**src/rtl/ps2_pkg.sv**
```systemverilog
// Shared constants and frame FSM state type for the PS/2 scan-code receiver.
// Odd-parity checking is compiled in when PS2_PARITY_CHECK_EN is defined.
package ps2_pkg;
  localparam logic [7:0] PS2_BREAK_PREFIX = 8'hF0;
  localparam logic [7:0] PS2_EXT_PREFIX   = 8'hE0;
  localparam int         PS2_FRAME_BITS   = 11;

  typedef enum logic [1:0] {
    S_IDLE,
    S_DATA,
    S_PARITY,
    S_STOP
  } ps2_state_t;
endpackage

```
**src/rtl/ps2_sync_edge.sv**
```systemverilog
// Synchronises raw PS/2 clock/data into clk and emits a registered
// sample pulse on each falling edge of the synced PS/2 clock.
module ps2_sync_edge #(
  parameter int SYNC_STAGES = 2
) (
  input  logic clk,
  input  logic rst,
  input  logic ps2_clk,
  input  logic ps2_data,
  output logic data_sync,
  output logic sample
);
  logic [SYNC_STAGES-1:0] clk_sr;
  logic [SYNC_STAGES-1:0] dat_sr;
  logic                   clk_prev;

  // data_sync gets one extra flop so it lines up with the sample pulse
  always_ff @(posedge clk or negedge rst) begin
    if (!rst) begin
      clk_sr    <= '1;
      dat_sr    <= '1;
      clk_prev  <= 1'b1;
      data_sync <= 1'b1;
      sample    <= 1'b0;
    end else begin
      clk_sr    <= {clk_sr[SYNC_STAGES-2:0], ps2_clk};
      dat_sr    <= {dat_sr[SYNC_STAGES-2:0], ps2_data};
      clk_prev  <= clk_sr[SYNC_STAGES-1];
      data_sync <= dat_sr[SYNC_STAGES-1];
      sample    <= clk_prev & ~clk_sr[SYNC_STAGES-1];
    end
  end
endmodule

```
**src/rtl/ps2_scancode_rx.sv**
```systemverilog
// PS/2 keyboard frame receiver with F0/E0 prefix stripping and watchdog.
// Define PS2_PARITY_CHECK_EN to drop frames with bad odd parity.
module ps2_scancode_rx
  import ps2_pkg::*;
#(
  parameter int SYNC_STAGES    = 2,
  parameter int TIMEOUT_CYCLES = 50000
) (
  input  logic       clk,
  input  logic       rst,
  input  logic       ps2_clk,
  input  logic       ps2_data,
  output logic [7:0] key_code,
  output logic       key_flag,
  output logic       key_break,
  output logic       key_ext,
  output logic       frame_err
);
  localparam int WD_W = $clog2(TIMEOUT_CYCLES + 1);
  localparam logic [WD_W-1:0] WD_MAX = WD_W'(TIMEOUT_CYCLES);

  ps2_state_t      state, state_nxt;
  logic            data;
  logic            sample;
  logic [2:0]      bit_cnt;
  logic [7:0]      shift;
  logic [WD_W-1:0] wd;
  logic            break_pend;
  logic            ext_pend;
  logic            timeout;
  logic            par_ok;
  logic            is_brk;
  logic            is_ext;

  ps2_sync_edge #(
    .SYNC_STAGES(SYNC_STAGES)
  ) u_sync (
    .clk      (clk),
    .rst      (rst),
    .ps2_clk  (ps2_clk),
    .ps2_data (ps2_data),
    .data_sync(data),
    .sample   (sample)
  );

`ifdef PS2_PARITY_CHECK_EN
  logic par_bit;
  assign par_ok = ^{shift, par_bit};
`else
  assign par_ok = 1'b1;
`endif

  // a sample in the expiry cycle wins over the watchdog
  assign timeout = (state != S_IDLE) && (wd == WD_MAX) && !sample;
  assign is_brk  = (shift == PS2_BREAK_PREFIX);
  assign is_ext  = (shift == PS2_EXT_PREFIX);

  always_ff @(posedge clk or negedge rst) begin
    if (!rst) state <= S_IDLE;
    else      state <= state_nxt;
  end

  always_comb begin
    state_nxt = state;
    if (timeout) begin
      state_nxt = S_IDLE;
    end else if (sample) begin
      unique case (state)
        S_IDLE:   if (!data) state_nxt = S_DATA;
        S_DATA:   if (bit_cnt == 3'd7) state_nxt = S_PARITY;
        S_PARITY: state_nxt = S_STOP;
        S_STOP:   state_nxt = S_IDLE;
        default:  state_nxt = S_IDLE;
      endcase
    end
  end

  always_ff @(posedge clk or negedge rst) begin
    if (!rst) begin
      wd <= '0;
    end else if (sample || state == S_IDLE) begin
      wd <= '0;
    end else if (wd != WD_MAX) begin
      wd <= wd + 1'b1;
    end
  end

  always_ff @(posedge clk or negedge rst) begin
    if (!rst) begin
      bit_cnt    <= '0;
      shift      <= '0;
      break_pend <= 1'b0;
      ext_pend   <= 1'b0;
      key_code   <= '0;
      key_flag   <= 1'b0;
      key_break  <= 1'b0;
      key_ext    <= 1'b0;
      frame_err  <= 1'b0;
`ifdef PS2_PARITY_CHECK_EN
      par_bit    <= 1'b0;
`endif
    end else begin
      key_flag  <= 1'b0;
      frame_err <= 1'b0;
      if (timeout) begin
        bit_cnt    <= '0;
        shift      <= '0;
        break_pend <= 1'b0;
        ext_pend   <= 1'b0;
        frame_err  <= 1'b1;
      end else if (sample) begin
        unique case (state)
          S_IDLE: bit_cnt <= '0;
          S_DATA: begin
            shift   <= {data, shift[7:1]};
            bit_cnt <= bit_cnt + 1'b1;
          end
          S_PARITY: begin
`ifdef PS2_PARITY_CHECK_EN
            par_bit <= data;
`endif
          end
          S_STOP: begin
            if (!data || !par_ok) begin
              frame_err <= 1'b1;
            end else begin
              unique case (1'b1)
                is_brk: break_pend <= 1'b1;
                is_ext: ext_pend <= 1'b1;
                default: begin
                  key_code   <= shift;
                  key_break  <= break_pend;
                  key_ext    <= ext_pend;
                  key_flag   <= 1'b1;
                  break_pend <= 1'b0;
                  ext_pend   <= 1'b0;
                end
              endcase
            end
          end
          default: ;
        endcase
      end
    end
  end
endmodule

```
**config.mk**
```make
export PLATFORM = sky130hd
export DESIGN_NAME = ps2_scancode_rx
export DESIGN_NICKNAME = d
export VERILOG_FILES = /design/src/rtl/ps2_pkg.sv /design/src/rtl/ps2_sync_edge.sv /design/src/rtl/ps2_scancode_rx.sv
export SDC_FILE = /design/constraint.sdc
export NUM_CORES = 1
export LEC_CHECK = 0
export CAP_MARGIN = 20
export CORE_AREA = 10 10 69 94
export CTS_CLUSTER_DIAMETER = 30
export DETAILED_ROUTE_END_ITERATION = 8
export DIE_AREA = 0 0 79 104
export GPL_TIMING_DRIVEN = 0
export PLACE_DENSITY_LB_ADDON = 0.05
export SYNTH_ARGS = -nofsm -noshare
export SYNTH_HDL_FRONTEND = slang
export SYNTH_SLANG_ARGS = --single-unit
```
**constraint.sdc**
```tcl
create_clock -name clk -period 2.7 [get_ports clk]
set_clock_uncertainty 0.1 [all_clocks]
set_input_delay 0.405 -clock clk [delete_from_list [all_inputs] [get_ports clk]]
set_output_delay 0.405 -clock clk [all_outputs]
set_load 0.01 [all_outputs]
```
==> metrics.yaml <==
power_and_ir_drop:
  leakage_nw: 1.16
  power.density_nw_per_um2: 806
  switchingPower_w: 0.000717
  peakVddDrop_v: 0.000454
  clock_power_share_pct: 20.4
  p_sw_share_pct: 33.6
  p_int_w: 0.00141
  power_frac_comb_pct: 30.4
  seq_power_share_pct: 49.2
synthesis:
  synthTopCellsByArea: "dfrtp_1 (48%), dfstp_2 (6.9%), ha_1 (5.4%), mux2_1 (3.9%), nor2_1 (3.9%)"
  synth_area_per_cell_um2: 11.0
  ys.warnings.count: 0
  synth_common_cells: "dfrtp_1 (44), nor2_1 (24), nand2_1 (18)"
  synth_top_area_share_pct: 47.9
  synth_top_flop_cell: "dfrtp_1"
  netlist-cell-type-count: 46
  syn-num-nets: 224
  ys_seq_area_share_pct: 54.7
  synth.most_common_cell: "dfrtp_1"
  yosysTopAreaCell: "dfrtp_1"
  netlist_instances: 210
  synth_area_um2: 2300
  async_reset_ff_share_pct: 100
  ys_ff_latch: 50
  synth_enable_flop_cells: 0
placement:
  dp_hpwl_mm: 3.41
  io_buffer_count: 15
  place.gp.congestion: 0.836
  place_inst: 290
  postPlaceCellArea_um2: 2540
sta:
  rsz0062_at_grt: "no"
  fmax_mhz: 500
  worst_pin_slew_ns: 0.451
  max_slew_margin_pct: 69.9
  finalSetupViolCount: 0
  hold_slack_ns: 0.258
  drv_slew: 0
  min_period_ns: 2.00
  setup_tns_ns: 0
  post-route-period-util_pct: 74.1
  hold_viol: 0
cells_and_area:
  antenna_cells: 0
  area_growth_pct: 15.0
  fill_cells: 463
  final_area_um2: 2650
  seqCellArea_um2: 1260
  drive_gt1_share_pct: 10.6
  stdcell_count: 299
  multi_input_area_um2: 970
  fin_nets: 248
critical_path:
  arrival_ns: 2.08
  critPathCaptureType: "flop"
  crit_path_top_delay_cell: "dfrtp_1"
  cpPeakStageDelay_ns: 0.44
  cp_cell_sequence: "ha_1, nand3_1, a21oi_2, buf_2, mux2_1"
  ff2ff_path_depth: 5
  crit_type: "reg2reg"
  critPathLaunch: "state[0]"
  cp_num_cells: 5
  reg2reg_from: "state[0]"
  cp.required_ns: 2.78
  crit_buf_inv: 1
  crit_fanout: 10
  start_kind: "flop"
  crit_family: "flip-flops"
cts:
  insertion_delay_ns: 0.29
  cts_setup_buffers: 0
  cts_max_level: 2
  hold_buffers: 1
  clock_path_buffers: 2
  cts_buffers: 5
  cts.clk_slew.worst_paths_ns: 0.08
  cts_tree: "done"
  cts.sinks: 50
  clock-root-buffer: "clkbuf_8"
  ctsResizeCount: 0
global_routing:
  antenna_found_initial: 0
  grt_use_total_pct: 11.7
  grt_pass1_wl_mm: 7.98
  first_global_vias: 1740
  grt_max_degree: 36
  overflow: 0
routing:
  ant_nets: 0
  drtPass1Iterations: 4
  wire_per_inst_um: 15.5
  drt_iter0_drc: 60
  wl_mm: 4.65
  route.vias.total: 1607
  route.detailed.drc: 0
  routed_via_density: 5.37
floorplanning:
  ios: 16
  dieArea_um2: 8220
  die_x_um: 79
  rows: 30
  start_util_pct: 47.9
  coreArea_um2: 4800
  fp.dieH_um: 104
min_path:
  hp-class: "reg2reg"
  hp-start: "u_sync.dat_sr[0]"
  worst_hold_path.num_cells: 0
job:
  drv_cap: 0
run_status:
  run_status: "complete, no violations"
[placed cells by master (no fill, tap or decap), types with 4 or more instances in the layout]
cell              n
inv_1             5
dfrtp_1          44
buf_2             4
a21oi_1          11
ha_1             10
nor2_1           24
dfstp_2           6
xnor2_1           5
clkbuf_8          6
nand4_1          10
nand3_1          13
nand2_1          18
mux2_1            8
clkdlybuf4s50_1  14
xor2_1            7
[power by group through the flow]
stage	registers [W]	clock network (W)	logic, W
2_1_floorplan	0.00105	0	0.000417
6_report	0.00105	0.000435	0.000648
3_3_place_gp	0.00105	0	0.000620
5_1_grt	0.00107	0.000479	0.000727
3_5_place_dp	0.00106	0	0.000656
4_1_cts	0.00105	0.000454	0.000662
[area by class of cell]
class | count | area share, %
clock buffer | 8 | 3.41
sequential | 50 | 47.6
tap | 64 | 3.03
inverter | 5 | 0.710
buffer | 9 | 1.99
multi-input combinational | 146 | 36.7
timing repair buffer | 17 | 6.62
[layer usage]
layer | up-vias | GRT usage, % | wire length [um]
li1 | 788 | - | -
met1 | 789 | 12.4 | 1930
met2 | 26 | 21.1 | 2480
met3 | 4 | 3.11 | 173
met4 | 0 | 3.98 | 67
met5 | - | 0 | 0
[registers in the layout, summed over array words and instances, names as in the netlist, 2 cells and up]
name	cells
u_sync.dat_sr	2
key_code	8
bit_cnt	3
shift	8
u_sync.clk_sr	2
wd	16
state	2
[worst paths after layout]
path                                    endpoint  slack [ns]
worst max-delay path                 key_code[3]        0.70
worst min-delay path            u_sync.dat_sr[1]        0.26
worst max register to register       key_code[3]        0.70
worst min register to register  u_sync.dat_sr[1]        0.26
max in group asynchronous                  wd[3]        1.53
min in group asynchronous          u_sync.sample        0.46
[through the flow]
step | total power (W) | utilization (%) | setup WS, ns
3_3_place_gp | 0.00167 | 52.7 | -0.239
3_5_place_dp | 0.00172 | 53.0 | 0.702
6_report | 0.00213 | 55.1 | 0.698
4_1_cts | 0.00216 | 55.1 | 0.690
5_1_grt | 0.00228 | 55.1 | 0.523
2_1_floorplan | 0.00147 | - | 1.01
[kinds of logic (layout without fill, tap and decap cells)]
family | count (synthesis) | in the layout | share of synthesized area (%)
compound gates | 28 | 28 | 8.16
xor+xnor | 12 | 12 | 4.57
fa+ha+maj | 10 | 10 | 5.44
buf+inv | 14 | 39 | 3.10
flops | 50 | 50 | 54.7
mux | 9 | 9 | 4.35
simple gates | 87 | 87 | 19.6
No activity file was read; power rests on OpenSTA's default activity.
